`src/rtl/seg_scan_ctrl.sv`:
```
// seg_scan_ctrl: time-multiplexed common-anode 7-segment scanner.
// Latches a packed hex word plus decimal points on data_en and drives one
// digit at a time, with live per-digit blanking and blinking, and a pulse
// when the scan wraps back to digit 0.
// Optional feature macro: SEG_LZB_EN compiles in leading-zero blanking.
module seg_scan_ctrl #(
    parameter int DIGITS       = 8,
    parameter int SCAN_CYCLES  = 200000,
    parameter int BLINK_FRAMES = 125
) (
    input  logic                  clk,
    input  logic                  rst,
    input  logic [4*DIGITS-1:0]   data,
    input  logic                  data_en,
    input  logic [DIGITS-1:0]     dp_mask,
    input  logic [DIGITS-1:0]     blank_mask,
    input  logic [DIGITS-1:0]     blink_mask,
    output logic [DIGITS-1:0]     led_en,
    output logic [7:0]            led,
    output logic                  frame_done
);

    localparam int CNT_W = $clog2(SCAN_CYCLES);
    localparam int IDX_W = (DIGITS > 1) ? $clog2(DIGITS) : 1;
    localparam int FRM_W = (BLINK_FRAMES > 1) ? $clog2(BLINK_FRAMES) : 1;

    localparam logic [CNT_W-1:0]  CNT_LAST = CNT_W'(SCAN_CYCLES - 1);
    localparam logic [IDX_W-1:0]  IDX_LAST = IDX_W'(DIGITS - 1);
    localparam logic [FRM_W-1:0]  FRM_LAST = FRM_W'(BLINK_FRAMES - 1);
    localparam logic [DIGITS-1:0] EN_RESET = ~(DIGITS'(1));

    logic [CNT_W-1:0]    cnt;
    logic [IDX_W-1:0]    idx;
    logic [FRM_W-1:0]    frm;
    logic                blink_ph;
    logic [4*DIGITS-1:0] data_q;
    logic [DIGITS-1:0]   dp_q;

    logic                cnt_done;
    logic                wrap;
    logic [DIGITS-1:0]   suppress;
    logic [3:0]          nib;
    logic                dp_bit;
    logic                blank_bit;
    logic                blink_bit;
    logic                sup_bit;
    logic [DIGITS-1:0]   en_next;
    logic [7:0]          seg_next;

    // Segment patterns for a hex nibble, active-low {g,f,e,d,c,b,a}
    function automatic logic [6:0] hex_pattern(input logic [3:0] n);
        case (n)
            4'h0: return 7'h40;
            4'h1: return 7'h79;
            4'h2: return 7'h24;
            4'h3: return 7'h30;
            4'h4: return 7'h19;
            4'h5: return 7'h12;
            4'h6: return 7'h02;
            4'h7: return 7'h78;
            4'h8: return 7'h00;
            4'h9: return 7'h18;
            4'hA: return 7'h08;
            4'hB: return 7'h03;
            4'hC: return 7'h27;
            4'hD: return 7'h21;
            4'hE: return 7'h06;
            default: return 7'h0E;
        endcase
    endfunction

    assign cnt_done = (cnt == CNT_LAST);
    assign wrap     = cnt_done && (idx == IDX_LAST);

    // Capture the display word and decimal points on the CPU strobe
    always_ff @(posedge clk or posedge rst) begin
        if (rst) begin
            data_q <= '0;
            dp_q   <= '0;
        end else if (data_en) begin
            data_q <= data;
            dp_q   <= dp_mask;
        end
    end

    // Dwell counter and digit index; idx is the only scan state
    always_ff @(posedge clk or posedge rst) begin
        if (rst) begin
            cnt <= '0;
            idx <= '0;
        end else if (cnt_done) begin
            cnt <= '0;
            idx <= (idx == IDX_LAST) ? '0 : idx + 1'b1;
        end else begin
            cnt <= cnt + 1'b1;
        end
    end

    // Count completed frames and flip the blink phase every BLINK_FRAMES of them
    always_ff @(posedge clk or posedge rst) begin
        if (rst) begin
            frm      <= '0;
            blink_ph <= 1'b0;
        end else if (wrap) begin
            if (frm == FRM_LAST) begin
                frm      <= '0;
                blink_ph <= ~blink_ph;
            end else begin
                frm <= frm + 1'b1;
            end
        end
    end

    // Mark the digits hidden by leading-zero blanking (digit 0 always shows)
    always_comb begin
        suppress = '0;
`ifdef SEG_LZB_EN
        begin : lzb_scan
            logic zero_run;
            zero_run = 1'b1;
            for (int i = DIGITS - 1; i >= 1; i--) begin
                zero_run    = zero_run && (data_q[4*i +: 4] == 4'h0);
                suppress[i] = zero_run;
            end
        end
`endif
    end

    // Select the current digit's attributes and resolve its segment pattern
    always_comb begin
        nib       = 4'h0;
        dp_bit    = 1'b0;
        blank_bit = 1'b0;
        blink_bit = 1'b0;
        sup_bit   = 1'b0;
        en_next   = '1;
        for (int i = 0; i < DIGITS; i++) begin
            if (idx == IDX_W'(i)) begin
                nib        = data_q[4*i +: 4];
                dp_bit     = dp_q[i];
                blank_bit  = blank_mask[i];
                blink_bit  = blink_mask[i];
                sup_bit    = suppress[i];
                en_next[i] = 1'b0;
            end
        end
        if (blank_bit || (blink_ph && blink_bit)) begin
            seg_next = 8'hFF;
        end else if (sup_bit) begin
            seg_next = {~dp_bit, 7'h7F};
        end else begin
            seg_next = {~dp_bit, hex_pattern(nib)};
        end
    end

    // Register enable and pattern together so they can never disagree on the pins
    always_ff @(posedge clk or posedge rst) begin
        if (rst) begin
            led_en     <= EN_RESET;
            led        <= 8'hC0;
            frame_done <= 1'b0;
        end else begin
            led_en     <= en_next;
            led        <= seg_next;
            frame_done <= wrap;
        end
    end

endmodule

```
`config.mk`:
```
export PLATFORM = sky130hd
export DESIGN_NAME = seg_scan_ctrl
export DESIGN_NICKNAME = d
export VERILOG_FILES = /design/src/rtl/seg_scan_ctrl.sv
export SDC_FILE = /design/constraint.sdc
export NUM_CORES = 1
export LEC_CHECK = 0
export ABC_AREA = 1
export CAP_MARGIN = 20
export CORE_UTILIZATION = 57
export CTS_BUF_LIST = sky130_fd_sc_hd__clkbuf_16
export DETAILED_ROUTE_END_ITERATION = 6
export MAX_ROUTING_LAYER = met4
export PLACE_DENSITY_LB_ADDON = 0.25
export SETUP_SLACK_MARGIN = 0.05
export SLEW_MARGIN = 0
export SYNTH_ARGS = -nofsm -noshare
export SYNTH_HDL_FRONTEND = slang
export SYNTH_SLANG_ARGS = --single-unit
```
`constraint.sdc`:
```
create_clock -name clk -period 7.1 [get_ports clk]
set_input_delay 1.065 -clock clk [delete_from_list [all_inputs] [get_ports clk]]
set_output_delay 1.065 -clock clk [all_outputs]
set_load 0.02 [all_outputs]
```
==> reports/summary.txt, run 1 <==
outcome = finished clean
internal power = 921 uW
leak pwr = 2.81 nW
io pins = 76
share of cells above drive strength 1 = 10.2%
vias after detailed routing = 3,821
setup TNS = 0 ns
htree depth = 3
top-area cell type share of the netlist area = 42.9%
pwr dens = 208 nW/um^2
switching power = 261 uW
startpoint types = flop
initial detailed-routing violation count = 304
max-slew violations = 0
Peak Freq = 344 MHz
Place WS = 4.25 ns
Critical Path End Type = flop
starting density of the core = 60.3%
crit path kind = reg2reg
CTS root buf = clkbuf_16
Final setup viols = 0
WL per Instance = 14.1 um
Slowest-stage cell, CP = dfrtp_1
FF+latch area = 2160 um^2
Setup crit start = idx[2]
hold crit path type = reg2reg
Die Y = 90.7 um
top cell family by delay on the critical path = buffers and inverters
total gr overflow = 0
ys async rst share = 100%
Commonest cells post-synth = nand2_1 (123), inv_1 (97), dfrtp_1 (77), nand3_1 (45), o21ai_0 (45)
cts hold-fix bufs = 0
Vias/cell = 5.27
most frequent cell on the critical path = nand2_1
number of detailed-route iterations in the first pass = 5
Rel. slew slack = 58.9%
reg2reg start = idx[2]
row count = 31
Area Overhead vs Synth = 26.4%
Flop pwr share = 44.6%
CTS clk-pin slew, worst paths = 0.06 ns
first-pass GRT wire length = 17,300 um
vias in the first global route = 3,834
top-count cell post-synth = nand2_1
CTS buffer count = 9
maximum VDD drop = 162 uV
number of port buffers = 75
Synth cell types = 44
Primary FF master, synth = dfrtp_1
Synth Register Bits = 86
RSZ-0062 raised after global routing = false
Synth area leader = dfrtp_1
fill cell count = 536
Post-Syn Nets = 618
top cells by area, synth = dfrtp_1 (43%), nand2_1 (10%), inv_1 (8.1%), dfstp_2 (5.3%), nand3_1 (5.0%)
post-CTS sizing = 0
die area = 8230 um^2
worst slew pin tran = 0.616 ns
Critical Path RT = 7.32 ns
CP arrival = 3.13 ns
CP peak stage delay = 0.54 ns
min setup slack post-route = 4.19 ns
Antenna Cells = 0
Final Non-Filler Cells = 725
Sw Ratio = 22.1%
WL final = 10,200 um
crit path cell chain = inv_4 > ha_1 > inv_1 > o21ai_0 > inv_1 > nand2_1 > nand2_1 > nand2_1 > a21boi_0 > inv_1 > ha_1 > inv_1 > nand3_1 > nand2_1 > nand2_1 > nand3_1
Remaining DRCs = 0
CTS tree = built
Synth Cell Area = 4490 um^2
Total Routing Usage GR = 27.6%
DP HPWL = 7230 um
CP max FO = 14
fin crit period = 2.91 ns
chip width = 90.7 um
EDFF count, synth = 0
area of the multi-input gates = 1890 um^2
clk sinks = 86
final net count = 695
pin count of the biggest net entering global routing = 87
core area = 7450 um^2
Design Power = 1.18 mW
cells after synthesis = 544
Hold Crit Start = cnt[0]
post-synthesis sequential area ratio = 48.2%
Gate power share = 11.6%
gpl congestion = 0.900
CTS max path bufs = 2
Setup Skew = 0.00578 ns
Yosys warning count = 0
initial antenna violation count = 0
buffers plus inverters on the worst setup path = 5
Post-CTS Setup Bufs = 0
DRT antenna net count = 0
Worst-Skew Late Latency = 0.34 ns
Max-Cap Viols = 0
fin crit share = 41.0%
syn_area_per_cell = 8.25 um^2
Clock Power Share = 43.8%
Fin. Hold Viols = 0
Post-Place Cells = 708
## routing by layer
metal	vias up	share of wire [%]	global-route usage, %
met4	0	2.5	9.95
li1	1878	-	-
met5	-	0	-
met3	25	5.4	6.99
met2	123	50	46.7
met1	1795	42	31.8
## cell usage in the layout, fill, tap and decap left out, types with 4 or more instances in the layout
cell and instances:
clkbuf_16 9, nor2_1 34, a21oi_1 22, nor3_1 5, ha_1 15, nand3_1 45
nand2_1 123, o21ai_0 45, clkdlybuf4s50_1 74, dfrtp_1 77, mux2_2 13, dfstp_2 9
nor2_2 4, inv_1 98
## cell families (layout without fill, tap and decap cells)
logic type      Yosys count  count (layout)  synth area share (%)
flops                    86              86                  48.2
mux                      13              13                  3.26
fa+ha+maj                15              15                  4.18
buf+inv                 112             194                  9.76
xor+xnor                  4               4                 0.781
compound gates           82              82                  10.3
simple gates            232             232                  23.6
## stage by stage
| stage | hold slack, ns | area [um^2] | utilization [%] |
|---|---|---|---|
| after floorplan | 0.433 | 4490 | - |
| after global placement | 0.447 | 5310 | 71.4 |
| after detailed placement | 0.466 | 5310 | 71.4 |
| after CTS | 0.474 | 5640 | 75.8 |
| after global routing | 0.491 | 5670 | 76.2 |
| final | 0.467 | 5670 | 76.2 |
## final timing paths
check / slack [ns] / cells past startpoint / to
max: 4.19 / 16 / led[3]
min: 0.47 / 1 / cnt[0]
max reg2reg: 4.19 / 16 / led[3]
min reg2reg: 0.47 / 1 / cnt[0]
max in group asynchronous: 5.43 / 4 / led_en[4]
min in group asynchronous: 1.04 / 3 / frm[0]
## power by group through the flow
stage | clock network [mW] | registers, mW | logic [mW]
2_1_floorplan | 0 | 0.539 | 0.0655
3_3_place_gp | 0 | 0.534 | 0.130
3_5_place_dp | 0 | 0.535 | 0.133
4_1_cts | 0.525 | 0.527 | 0.136
5_1_grt | 0.545 | 0.529 | 0.151
6_report | 0.517 | 0.527 | 0.137
## registers in the layout, summed over array words and instances, names as in the netlist
name,count
idx,3
dp_q,8
led_en,8
cnt,18
frame_done,1
data_q,32
blink_ph,1
frm,7
led,8
## area by class of cell
cell class	count	area share, %
clock inverters	7	1.85
flip-flops and latches	86	38.1
well taps	99	2.18
repair buffers	78	13.9
inverters	100	6.68
multi-input cells	346	33.3
clock buffers	9	3.97
No activity file was read; power rests on OpenSTA's default activity.
==> inputs of run 2 (changes only) <==
Settings changed: CORE_UTILIZATION 57 to 53.
Clock period 7.1 ns to 2.9 ns, I/O delays scaled along.
==> reports/summary.txt, run 2 (synthesized netlist as in run 1, its figures left out) <==
outcome = finished clean
initial detailed-routing violation count = 216
max-slew violations = 0
CP max FO = 11
vias in the first global route = 3,879
DP HPWL = 7760 um
Post-CTS Setup Bufs = 0
core area = 8220 um^2
CTS clk-pin slew, worst paths = 0.07 ns
Setup Skew = 0.00879 ns
pwr dens = 469 nW/um^2
Fin. Hold Viols = 0
io pins = 76
Critical Path RT = 3.12 ns
Final setup viols = 0
Max-Cap Viols = 0
Remaining DRCs = 0
Critical Path End Type = flop
leak pwr = 2.80 nW
Antenna Cells = 0
htree depth = 3
share of cells above drive strength 1 = 11.4%
initial antenna violation count = 0
fin crit share = 85.6%
Final Non-Filler Cells = 736
Area Overhead vs Synth = 26.0%
R2R setup slack = 0.42 ns
Post-Place Cells = 720
Post-Place Cell Area = 5380 um^2
WL final = 10,400 um
Total Routing Usage GR = 26.5%
met2 Use GR = 43.8%
CTS root buf = clkbuf_16
fin crit period = 2.48 ns
first-pass GRT wire length = 17,400 um
M1 GR Usage = 33.5%
DRT antenna net count = 0
total gr overflow = 0
final net count = 700
RSZ-0062 raised after global routing = false
startpoint types = flop
CTS buffer count = 9
clk sinks = 86
design area = 5660 um^2
CTS max path bufs = 2
crit path kind = reg2reg
WL per Instance = 14.1 um
met3 Use GR = 5.34%
starting density of the core = 54.6%
maximum VDD drop = 293 uV
Rel. slew slack = 47.2%
chip width = 94.0 um
Largest Register = data_q
cts hold-fix bufs = 0
Vias/cell = 5.11
Peak Freq = 403 MHz
row count = 33
hold crit path type = reg2reg
commonest non-fill, non-tap cell in the layout = nand2_1
pin count of the biggest net entering global routing = 53
CTS tree = built
gpl congestion = 0.934
most frequent cells in the layout = nand2_1 (123), inv_1 (96), dfrtp_1 (77), clkdlybuf4s50_1 (74)
CP arrival = 2.70 ns
GR peak layer = met2
die area = 8840 um^2
worst slew pin tran = 0.792 ns
max reg flops = 32
number of detailed-route iterations in the first pass = 5
vias after detailed routing = 3,761
number of port buffers = 75
Die Y = 94.0 um
top flop regs = data_q (32), cnt (18)
setup TNS = 0 ns
Worst-Skew Late Latency = 0.33 ns
## run 2: cell types whose count changed in the layout (fill, tap and decap cells not counted), sizes merged
cell	change
inv	-2
clkinv	+3
buf	+5
bufinv	-3
clkinvlp	+2
## run 2: path summary, 6_finish.rpt
check,startpoint,end,cells after the start
worst max-delay path,idx[0],led[3],17
min in group asynchronous,rst,led[0],2
worst min-delay path,cnt[0],cnt[0],1
max in group asynchronous,rst,led_en[2],3
worst min register to register,cnt[0],cnt[0],1
worst max register to register,idx[0],led[3],17
## run 2: layout make-up
type                            count  area, um^2
Clock buffer                        9         225
Clock inverter                      7        41.3
Fill cell                         685        2560
Inverter                          100         379
Multi-Input combinational cell    346        1900
Sequential cell                    86        2160
Tap cell                          105         131
Timing Repair Buffer               83         818
## run 2: through the flow
stage          hold WS, ns  worst slack (ns)  util, %  total power [mW]
3_5_place_dp         0.459             0.361     65.5              1.65
3_3_place_gp         0.447             0.449     65.5              1.64
2_1_floorplan        0.433             0.258        -              1.48
6_report             0.461             0.417     68.8              2.65
5_1_grt              0.484            0.0790     68.8              2.77
4_1_cts              0.467             0.349     68.7              2.67
## run 2: layer usage
metal / part of all wire (%) / routed length [um] / vias to the layer above
met5: 0 / 0 / -
li1: - / - / 1890
met3: 4.4 / 455 / 9
met4: 0.71 / 74 / 0
met1: 46 / 4800 / 1789
met2: 49 / 5040 / 73
## run 2: critical path: stages, from the launching register on
cell and delay (ns):
dfrtp_1 0.41, inv_1 0.13, ha_1 0.20, nand2_2 0.15
inv_1 0.16, nand2_1 0.08, nand3_1 0.09, nand2_1 0.06
nand2_1 0.06, nand2_1 0.05, a21boi_0 0.21, inv_1 0.13
ha_1 0.34, inv_1 0.05, nand3_1 0.07, nand2_1 0.06
nand2_1 0.05, nand3_1 0.07
## run 2: what timing repair did
action,in CTS,in global routing
endpoints found under the setup margin,0,1
endpoints found under the hold margin,0,0
gates resized for setup,0,2
## run 2: power breakdown
group	total (mW)	leakage [nW]	internal [mW]	switching [mW]
Sequential	1.29	1.06	1.27	0.0256
Clock	1.02	0.126	0.572	0.453
Combinational	0.337	1.61	0.162	0.175
Total	2.65	2.80	2.00	0.653
==> inputs of run 3 (changes only) <==
Settings changed: CORE_ASPECT_RATIO from default to 1.25, SETUP_SLACK_MARGIN 0.05 to default.
==> reports/summary.txt, run 3 (synthesized netlist as in run 1, its figures left out) <==
outcome = finished, violations left
failing checks = DRC
Largest Register = data_q
Design Power = 2.75 mW
Rel. slew slack = 53.4%
row count = 37
Slowest-stage cell, CP = dfrtp_1
commonest non-fill, non-tap cell in the layout = nand2_1
pin count of the biggest net entering global routing = 68
vias after detailed routing = 3,774
Post-CTS Setup Bufs = 0
Final Non-Filler Cells = 724
Total Routing Usage GR = 25.5%
CP max FO = 14
Antenna Cells = 0
crit path cell chain = inv_4 > ha_1 > inv_1 > o21ai_0 > inv_1 > nand2_1 > nand2_1 > nand2_1 > a21boi_0 > inv_1 > ha_1 > inv_1 > nand3_1 > nand2_1 > nand2_1 > nand3_1
CTS buffer count = 9
hold slack = 0.462 ns
fin crit period = 2.64 ns
leak pwr = 2.79 nW
CTS tree = built
io pins = 76
total gr overflow = 0
Die Y = 105 um
share of cells above drive strength 1 = 10.7%
clk sinks = 86
design area = 5630 um^2
crit path kind = reg2reg
Fin. Hold Viols = 0
vias in the first global route = 3,802
CP peak stage delay = 0.53 ns
top flop regs = data_q (32), cnt (18)
WL final = 10,200 um
Vias/cell = 5.21
most frequent cell on the critical path = nand2_1
die area = 8840 um^2
maximum VDD drop = 304 uV
CP arrival = 2.86 ns
starting density of the core = 54.5%
chip width = 84.3 um
Area Overhead vs Synth = 25.5%
CTS max path bufs = 2
fin crit share = 91.0%
number of detailed-route iterations in the first pass = 7
Post-Place Cells = 708
CTS root buf = clkbuf_16
most frequent cells in the layout = nand2_1 (123), inv_1 (97), dfrtp_1 (77), clkdlybuf4s50_1 (74)
gpl congestion = 0.908
DRT antenna net count = 0
Final setup viols = 0
CTS clk-pin slew, worst paths = 0.06 ns
WL per Instance = 14.1 um
fill cell count = 656
post-CTS sizing = 0
DP HPWL = 7480 um
RSZ-0062 raised after global routing = false
max-slew violations = 0
Worst-Skew Late Latency = 0.34 ns
Setup Skew = 0.00785 ns
final net count = 696
Critical Path RT = 3.12 ns
Post-Place Cell Area = 5340 um^2
Remaining DRCs = 14
pwr dens = 488 nW/um^2
first-pass GRT wire length = 17,000 um
Max-Cap Viols = 0
initial detailed-routing violation count = 145
worst slew pin tran = 0.698 ns
Peak Freq = 379 MHz
initial antenna violation count = 0
max reg flops = 32
startpoint types = flop
core area = 8240 um^2
setup TNS = 0 ns
Critical Path End Type = flop
htree depth = 3
hold crit path type = reg2reg
number of port buffers = 75
cts hold-fix bufs = 0
==> run 3: changes by cell type in the layout (fill, tap and decap cells not counted) <==
cell / previous run / this run
buf_4: 7 / 3
a21boi_2: 0 / 1
a21boi_4: 1 / 0
bufinv_16: 0 / 1
clkinv_1: 3 / 2
clkinv_2: 3 / 2
ha_1: 14 / 15
ha_2: 1 / 0
inv_1: 96 / 97
==> run 3: worst max-delay path, delay by kind of cell, from the launching register on <==
kind                     cells  cell delay [ns]
AO/OA/AOI/OAI                2             0.38
adder cells (fa/ha/maj)      2             0.56
buffers and inverters        5             0.62
flip-flops                   1             0.53
AND/OR/NAND/NOR              7             0.42
==> run 3: where the power goes <==
group / total (mW) / internal, mW / switching [mW]
sequential: 1.29 / 1.27 / 0.0260
combinational: 0.333 / 0.162 / 0.171
clock: 1.12 / 0.661 / 0.462
==> run 3: metal layers <==
| metal | track usage [%] | wire, um | vias to the layer above |
|---|---|---|---|
| met1 | 28.7 | 4240 | 1778 |
| met2 | 43.0 | 5200 | 98 |
| li1 | - | - | 1872 |
| met5 | - | 0 | - |
| met4 | 12.9 | 317 | 0 |
| met3 | 4.90 | 419 | 26 |
==> run 3: path summary, 6_finish.rpt <==
check                       start    endpoint  slack (ns)  depth (start not counted)
setup / recovery           idx[2]      led[3]        0.26                         16
hold / removal             cnt[0]      cnt[0]        0.46                          1
setup reg to reg           idx[2]      led[3]        0.26                         16
hold reg to reg            cnt[0]      cnt[0]        0.46                          1
max in group asynchronous     rst   led_en[3]        1.65                          3
min in group asynchronous     rst  frame_done        0.51                          2
==> run 3: metrics by stage <==
stage               utilization, %  setup slack, ns
global route                  68.3          0.00466
finish                        68.3            0.260
detailed placement            64.8            0.270
floorplan                        -            0.258
global placement              64.8            0.344
CTS                           68.3            0.264
==> run 3: cell type report <==
type | instances | area, um^2 | share of cell area (%)
sequential | 86 | 2160 | 38.4
multi-input combinational | 346 | 1890 | 33.5
clock inverter | 7 | 66.3 | 1.18
tap | 97 | 121 | 2.16
inverter | 100 | 379 | 6.73
clock buffer | 9 | 225 | 4.00
timing repair buffer | 79 | 788 | 14.0
